<file path="src/rtl/d_inv_seq.sv">
// Sequencer for the diagonal reciprocal engine: fetch entry, clear+run engine, emit result with index.
// Optional macro DINV_TIMEOUT_EN aborts a RUN that exceeds TIMEOUT_CYC cycles and emits SAT_VAL.
module d_inv_seq #(
  parameter int          IDX_W       = 6,
  parameter logic [15:0] SAT_VAL     = 16'h7FFF,
  parameter int          TIMEOUT_CYC = 64
) (
  input  logic             clk,
  input  logic             rst,
  input  logic             start,
  input  logic [IDX_W-1:0] len,
  input  logic             in_valid,
  output logic             in_ready,
  input  logic [15:0]      in_data,
  output logic             eng_rst,
  output logic             eng_en,
  output logic [15:0]      eng_din,
  input  logic [15:0]      eng_dout,
  input  logic             eng_flag,
  output logic             out_valid,
  input  logic             out_ready,
  output logic [15:0]      out_data,
  output logic [IDX_W-1:0] out_idx,
  output logic             busy,
  output logic             done,
  output logic             zero_err,
  output logic             timeout_err
);

  typedef enum logic [2:0] {S_IDLE, S_FETCH, S_CLR, S_RUN, S_EMIT, S_DONE} state_t;

  if (TIMEOUT_CYC < 1) begin : g_bad_timeout
    $error("TIMEOUT_CYC must be at least 1");
  end

  state_t           state_q, state_d;
  logic [IDX_W-1:0] len_q, len_d;
  logic [IDX_W-1:0] count_q, count_d;
  logic [15:0]      eng_din_q, eng_din_d;
  logic [15:0]      out_data_q, out_data_d;
  logic             zero_err_q, zero_err_d;
  logic             in_ready_q, in_ready_d;
  logic             eng_en_q, eng_en_d;
  logic             eng_clr_q, eng_clr_d;
  logic             out_valid_q, out_valid_d;
  logic             busy_q, busy_d;
  logic             done_q, done_d;
  logic [IDX_W-1:0] len_m1;

`ifdef DINV_TIMEOUT_EN
  localparam int TW = $clog2(TIMEOUT_CYC + 1);
  logic [TW-1:0] tmo_q, tmo_d;
  logic          timeout_err_q, timeout_err_d;
`endif

  assign len_m1 = len_q - {{(IDX_W-1){1'b0}}, 1'b1};

  always_comb begin
    state_d    = state_q;
    len_d      = len_q;
    count_d    = count_q;
    eng_din_d  = eng_din_q;
    out_data_d = out_data_q;
    zero_err_d = zero_err_q;
`ifdef DINV_TIMEOUT_EN
    tmo_d         = tmo_q;
    timeout_err_d = timeout_err_q;
`endif
    case (state_q)
      S_IDLE: begin
        if (start) begin
          zero_err_d = 1'b0;
`ifdef DINV_TIMEOUT_EN
          timeout_err_d = 1'b0;
`endif
          if (len == '0) begin
            state_d = S_DONE;
          end else begin
            len_d   = len;
            count_d = '0;
            state_d = S_FETCH;
          end
        end
      end
      S_FETCH: begin
        if (in_valid) begin
          eng_din_d = in_data;
          // Zero has no reciprocal: saturate and skip the engine entirely.
          if (in_data == 16'h0000) begin
            out_data_d = SAT_VAL;
            zero_err_d = 1'b1;
            state_d    = S_EMIT;
          end else begin
            state_d = S_CLR;
          end
        end
      end
      S_CLR: begin
        state_d = S_RUN;
`ifdef DINV_TIMEOUT_EN
        tmo_d = '0;
`endif
      end
      S_RUN: begin
        if (eng_flag) begin
          out_data_d = eng_dout;
          state_d    = S_EMIT;
        end
`ifdef DINV_TIMEOUT_EN
        else if (tmo_q == TW'(TIMEOUT_CYC)) begin
          out_data_d    = SAT_VAL;
          timeout_err_d = 1'b1;
          state_d       = S_EMIT;
        end else begin
          tmo_d = tmo_q + 1'b1;
        end
`endif
      end
      S_EMIT: begin
        if (out_ready) begin
          if (count_q == len_m1) begin
            state_d = S_DONE;
          end else begin
            count_d = count_q + 1'b1;
            state_d = S_FETCH;
          end
        end
      end
      S_DONE:  state_d = S_IDLE;
      default: state_d = S_IDLE;
    endcase

    // Outputs are decoded from the next state so they come straight off flops.
    in_ready_d  = (state_d == S_FETCH);
    eng_en_d    = (state_d == S_RUN);
    eng_clr_d   = (state_d == S_CLR);
    out_valid_d = (state_d == S_EMIT);
    busy_d      = (state_d != S_IDLE);
    done_d      = (state_d == S_DONE);
  end

  always_ff @(posedge clk or posedge rst) begin
    if (rst) begin
      state_q     <= S_IDLE;
      len_q       <= '0;
      count_q     <= '0;
      eng_din_q   <= '0;
      out_data_q  <= '0;
      zero_err_q  <= 1'b0;
      in_ready_q  <= 1'b0;
      eng_en_q    <= 1'b0;
      eng_clr_q   <= 1'b0;
      out_valid_q <= 1'b0;
      busy_q      <= 1'b0;
      done_q      <= 1'b0;
`ifdef DINV_TIMEOUT_EN
      tmo_q         <= '0;
      timeout_err_q <= 1'b0;
`endif
    end else begin
      state_q     <= state_d;
      len_q       <= len_d;
      count_q     <= count_d;
      eng_din_q   <= eng_din_d;
      out_data_q  <= out_data_d;
      zero_err_q  <= zero_err_d;
      in_ready_q  <= in_ready_d;
      eng_en_q    <= eng_en_d;
      eng_clr_q   <= eng_clr_d;
      out_valid_q <= out_valid_d;
      busy_q      <= busy_d;
      done_q      <= done_d;
`ifdef DINV_TIMEOUT_EN
      tmo_q         <= tmo_d;
      timeout_err_q <= timeout_err_d;
`endif
    end
  end

  assign eng_rst   = rst | eng_clr_q;
  assign eng_en    = eng_en_q;
  assign eng_din   = eng_din_q;
  assign in_ready  = in_ready_q;
  assign out_valid = out_valid_q;
  assign out_data  = out_data_q;
  assign out_idx   = count_q;
  assign busy      = busy_q;
  assign done      = done_q;
  assign zero_err  = zero_err_q;
`ifdef DINV_TIMEOUT_EN
  assign timeout_err = timeout_err_q;
`else
  assign timeout_err = 1'b0;
`endif

endmodule

</file>
<file path="config.mk">
export PLATFORM = sky130hd
export DESIGN_NAME = d_inv_seq
export DESIGN_NICKNAME = d
export VERILOG_FILES = /design/src/rtl/d_inv_seq.sv
export SDC_FILE = /design/constraint.sdc
export NUM_CORES = 1
export LEC_CHECK = 0
export CAP_MARGIN = 20
export CORE_ASPECT_RATIO = 0.8
export CORE_MARGIN = 4
export CORE_UTILIZATION = 30
export CTS_CLUSTER_SIZE = 10
export DETAILED_ROUTE_END_ITERATION = 16
export GPL_TIMING_DRIVEN = 1
export PLACE_DENSITY = 0.59
export SLEW_MARGIN = 20
export SYNTH_ARGS = -nofsm -noshare
export SYNTH_HDL_FRONTEND = slang
export SYNTH_SLANG_ARGS = --single-unit
</file>
<file path="constraint.sdc">
create_clock -name clk -period 1.95 [get_ports clk]
set_input_delay 0.39 -clock clk [delete_from_list [all_inputs] [get_ports clk]]
set_output_delay 0.39 -clock clk [all_outputs]
set_load 0.1 [all_outputs]
</file>
==> impl_metrics.csv, run 1 <==
group,metric,value,unit
final_layout,drive_above_1_share,39.8,%
critical_path,crit_slowest_cell,"dfrtp_1",
global_route,globalRoute.totalOverflow,0,
yosys,syn_nets,255,
routing,vias,1995,
yosys,yosys-top-cells-area,"dfrtp_1 54%, mux2_2 7.2%, o22a_1 5.3%",
floorplan,start_util,31.1,%
yosys,yosysSeqAreaShare,54.1,%
sta,skew,0.0106,ns
sta,final.period_utilization,100,%
yosys,ys_async_sr_fraction,100,%
sta,setup_ws,-0.00697,ns
critical_path,crit_top_cell,"buf_4",
critical_path,crit_required,2.14,ns
yosys,synth_edf_count,0,
critical_path,critPathKind,"reg -> reg",
yosys,synth-warning-count,0,
place,routabilityCongestion,0.800,
cts,clockRootBuffer,"clkbuf_8",
floorplan,die_area,9850,um2
critical_path,critPathLaunch,"len_q[0]$_DFFE_PP0P_",
cts,cts_max_level,2,
floorplan,core_area,8020,um2
yosys,synth_flop_cell,"dfrtp_1",
cts,cts_buffer_depth,2,
cts,worstSkewPairLatency,0.31,ns
global_route,antenna_found_initial,0,
sta,worst_slew_pin_slew,0.574,ns
global_route,grtUsageTotal,13.4,%
floorplan,fp.dieW,110,um
global_route,grt_pass1_vias,2057,
critical_path,r2r_start,"len_q[0]$_DFFE_PP0P_",
sta,fin_tns_setup,-0.0109,ns
final_layout,syn2layout_area_growth,57.9,%
cts,clock_sinks,54,
yosys,syn_avg_cell_area,11.9,um2
sta,setup_viol,3,
global_route,grt_pass1_wl,10300,um
cts,numCtsBuffers,5,
sta,finalMaxSlewViolations,0,
outcome,status,"finished with violations",
critical_path,critPathMaxFanout,4,
critical_path,crit_chain,"buf_4, nor4_4, buf_4, a21oi_2, nor4b_4, buf_4, a211oi_1, mux2i_1",
routing,avgViaCountPerCell,4.62,
floorplan,die_y,89.6,um
final_layout,antenna_cells,0,
outcome,violations,"setup timing",
final_layout,layout.nets,369,
worst_hold_path,hold_path_class,"in -> reg",
job,maxCapViolCount,0,
place,dp_hpwl,5010,um
routing,finalWirelength,6600,um
yosys,synth_area,2500,um2
yosys,synth_most_common_cell,"dfrtp_1",
worst_hold_path,hold_start,"in_data[4]",
floorplan,placementRows,29,
sta,max_freq,511,MHz
critical_path,crit_family,"simple AND/OR/NAND/NOR gates",
routing,drc,0,
cts,cts_tree,"done",
yosys,synth_top_area_share,54.1,%
yosys,synth_cell_type_count,46,
critical_path,endpoint_kind,"flip-flop",
cts,path_clk_slew,0.11,ns
sta,slew_headroom,61.5,%
yosys,synth.ff_latch_count,54,
critical_path,slowest_delay,0.40,ns
critical_path,start_kind,"flip-flop",
critical_path,crit_arrival,2.15,ns
sta,fin_hold_ws,0.375,ns
sta,period_minus_slack,1.96,ns
place,portBuffers,88,
sta,grt_setup_unrepaired,"true",
routing,wl_per_cell,15.3,um
yosys,synth_common_cells,"54 x dfrtp_1, 19 x nand2_1, 16 x mux2_2",
yosys,synth_top_cell_by_area,"dfrtp_1",
sta,final-hold-violation-count,0,
yosys,synthCells,209,
critical_path,crit_buf_inv,3,
routing,initialDrtViolationCount,42,
floorplan,ios,90,
routing,postRouteAntennaNets,0,
global_route,grt_max_degree,22,
routing,first_pass_iters,4,
cts,cts_hold_buf,0,
## worst paths after layout
path                                                 to  cells after the start  slack [ns]
worst min register to register  out_data[2]$_DFFE_PP0P_                      1        0.50
worst max register to register   out_idx[4]$_DFFE_PP0P_                      8      -0.007
max in group asynchronous       out_data[1]$_DFFE_PP0P_                      3        0.95
worst min-delay path             eng_din[4]$_DFFE_PP0P_                      2        0.37
worst max-delay path             out_idx[4]$_DFFE_PP0P_                      8      -0.007
min in group asynchronous           eng_clr_q$_DFF_PP0_                      2        0.39
## repair_timing
action	4_1_cts	5_1_grt
cloned	0	1
pin swaps	4	14
endpoints found under the setup margin	23	25
gates resized for setup	7	21
buffers inserted	1	4
## state kept, by name (all words and copies together), names as in the netlist
signal	flops
in_ready	1
out_data	16
eng_din	16
state_q	3
eng_en	1
len_q	6
done	1
zero_err	1
out_valid	1
out_idx	6
busy	1
eng_clr_q	1
## layout make-up
type,instances,area [um2]
clock buffers,5,68.8
clock inverters,3,25.0
fillers,738,4080
inverters,11,41.3
multi-input cells,136,1170
flip-flops and latches,54,1360
well taps,108,135
repair buffers,115,1140
## routing by layer
metal	vias up	track usage [%]	routed length [um]
met5	-	0	0
met4	0	2.72	40
met3	4	4.86	526
met2	55	21.0	2860
met1	962	18.1	3170
li1	974	-	-
## per-stage QoR
stage | instance area (um2) | setup slack (ns) | std cells | utilization [%]
after floorplan | 2510 | -0.0484 | 209 | -
after global placement | 3660 | -0.385 | 418 | 45.6
after detailed placement | 3660 | -0.438 | 418 | 45.6
after CTS | 3800 | -0.00144 | 427 | 47.4
after global routing | 3940 | -0.111 | 432 | 49.1
final | 3940 | -0.00697 | 432 | 49.1
## placed cells by master, fill, tap and decap left out, drive strengths merged, types with 5 or more instances in the layout
| master | netlist | final |
|---|---|---|
| inv | 11 | 12 |
| nor2b | 7 | 7 |
| nor4 | 5 | 5 |
| dfrtp | 54 | 54 |
| nand2 | 19 | 19 |
| nand2b | 6 | 6 |
| o22a | 15 | 15 |
| o21ai | 6 | 6 |
| clkdlybuf4s50 | 0 | 32 |
| mux2 | 18 | 18 |
| nor2 | 10 | 10 |
| dlymetal6s2s | 0 | 11 |
| nand3 | 5 | 5 |
| clkbuf | 5 | 6 |
| buf | 3 | 71 |
## cells by family (layout without fill, tap and decap cells)
logic type               after synthesis  in the layout  synth area share [%]
AND/OR/NAND/NOR                       65             65                  15.9
flip-flops                            54             54                  54.1
AO/OA/AOI/OAI                         40             40                  13.6
multiplexers                          22             22                  9.72
buffers and inverters                 19            134                  3.36
XOR/XNOR                               6              6                  2.11
adder cells (fa/ha/maj)                2              2                  1.00
other                                  1              1                 0.150
Power of run 1 is not shown: default switching activity piles up to over one toggle a cycle in this logic, so the estimate is an artifact.
==> run 2, diff against run 1 <==
- CAP_MARGIN: 20 -> not set
==> results of run 2 <==
The final DEF is identical to that of run 1; final timing and power are the same.
Power of run 2 is left out for the same reason.
==> run 3, diff against run 2 <==
- CELL_PAD_IN_SITES_DETAIL_PLACEMENT: not set -> 0
- CELL_PAD_IN_SITES_GLOBAL_PLACEMENT: not set -> 2
- CORE_UTILIZATION: 30 -> 25
- PLACE_DENSITY: 0.59 -> 0.75
==> impl_metrics.csv, run 3 (synthesized netlist as in run 1, its figures left out) <==
group,metric,value,unit
global_route,grt_pass1_wl,11500,um
routing,vias,2065,
routing,drc,0,
outcome,violations,"setup timing",
cts,cts_max_level,2,
sta,period_minus_slack,1.97,ns
cts,cts_tree,"done",
routing,finalWirelength,7060,um
critical_path,critPathLaunch,"len_q[1]$_DFFE_PP0P_",
cts,path_clk_slew,0.07,ns
outcome,status,"finished with violations",
final_layout,mostFrequentLayoutCells,"68 x buf_4, 47 x dfrtp_1, 32 x clkdlybuf4s50_1",
final_layout,syn2layout_area_growth,63.8,%
critical_path,crit_required,2.13,ns
critical_path,critPathKind,"reg -> reg",
sta,max_freq,509,MHz
critical_path,start_kind,"flip-flop",
routing,initialDrtViolationCount,60,
worst_hold_path,hold_path_depth,2,
global_route,globalRoute.totalOverflow,0,
floorplan,fp.dieW,120,um
routing,first_pass_iters,4,
floorplan,placementRows,32,
floorplan,die_area,11700,um2
routing,avgViaCountPerCell,4.42,
cts,clock_sinks,54,
routing,wl_per_cell,15.1,um
sta,skew,0.00548,ns
place,dp_hpwl,5330,um
cts,clockRootBuffer,"clkbuf_16",
sta,finalMaxSlewViolations,0,
floorplan,start_util,25.8,%
floorplan,core_area,9690,um2
sta,fin_hold_ws,0.388,ns
critical_path,rrSetupSlack,-0.02,ns
cts,cts_buffer_depth,2,
sta,final.period_utilization,101,%
job,maxCapViolCount,0,
sta,grt_setup_unrepaired,"true",
sta,setup_ws,-0.0158,ns
routing,postRouteAntennaNets,0,
critical_path,r2r-end,"out_idx[0]$_DFFE_PP0P_",
critical_path,r2r_start,"len_q[1]$_DFFE_PP0P_",
final_layout,antenna_cells,0,
sta,slew_headroom,58.2,%
global_route,grtUsageTotal,12.3,%
cts,cts_hold_buf,0,
sta,final-hold-violation-count,0,
critical_path,critPathMaxFanout,6,
critical_path,endpoint_kind,"flip-flop",
worst_hold_path,holdPathEnd,"eng_din[3]$_DFFE_PP0P_",
place,routabilityCongestion,0.822,
cts,numCtsBuffers,5,
critical_path,r2r_cells,7,
final_layout,drive_above_1_share,41.1,%
final_layout,final_common_cell,"buf_4",
global_route,grt_max_degree,32,
sta,worst_slew_pin_slew,0.623,ns
cts,worstSkewPairLatency,0.29,ns
global_route,grt_pass1_vias,2163,
place,portBuffers,88,
final_layout,layout.nets,376,
critical_path,crit_arrival,2.14,ns
global_route,antenna_found_initial,0,
worst_hold_path,hold_path_class,"in -> reg",
sta,setup_viol,5,
floorplan,ios,90,
floorplan,die_y,97.4,um
worst_hold_path,hold_start,"in_data[3]",
[run 3: cell type report]
type                       instances  area, um2
clock buffer                       5        125
clock inverter                     3       21.3
sequential                        54       1360
multi-input combinational        136       1180
inverter                          11       41.3
fill                             965       5600
tap                              136        170
timing repair buffer             122       1180
[run 3: layer usage]
| metal | track usage, % | part of all wire, % | vias up |
|---|---|---|---|
| li1 | - | - | 986 |
| met1 | 16.8 | 47 | 1006 |
| met2 | 18.6 | 45 | 66 |
| met3 | 3.90 | 6.2 | 7 |
| met4 | 3.70 | 1.2 | 0 |
| met5 | 0 | 0 | - |
[run 3: how the worst max path moves through the flow]
| stage | end | cells after the start |
|---|---|---|
| after floorplan | out_idx[0]$_DFFE_PP0P_ | 7 |
| after global placement | out_data[15]$_DFFE_PP0P_ | 6 |
| after detailed placement | done$_DFF_PP0_ | 7 |
| after CTS | out_idx[5]$_DFFE_PP0P_ | 7 |
| after global routing | out_idx[0]$_DFFE_PP0P_ | 7 |
| final | out_idx[0]$_DFFE_PP0P_ | 7 |
[run 3: repair_timing]
item,CTS,global route
endpoints found under the setup margin,25,26
pin swaps,7,9
buffers inserted,0,4
gates resized for setup,13,18
cloned,0,1
[run 3: critical path, stage by stage (launching register included)]
cell	delay, ns
dfrtp_1	0.39
inv_2	0.08
ha_4	0.14
nor2b_1	0.06
or3_4	0.37
a31oi_4	0.34
a21oi_2	0.13
mux2_4	0.32
[run 3: metrics by stage]
step | setup TNS, ns | cell area (um2) | cells | util, % | setup slack (ns)
2_1_floorplan | -0.0968 | 2510 | 209 | - | -0.0484
5_1_grt | -0.680 | 4090 | 467 | 42.2 | -0.102
3_3_place_gp | -7.30 | 3740 | 454 | 38.6 | -0.344
3_5_place_dp | -7.73 | 3740 | 454 | 38.6 | -0.378
4_1_cts | -0.00376 | 3950 | 462 | 40.7 | -0.00358
6_report | -0.0528 | 4090 | 467 | 42.2 | -0.0158
Power of run 3 is left out for the same reason.
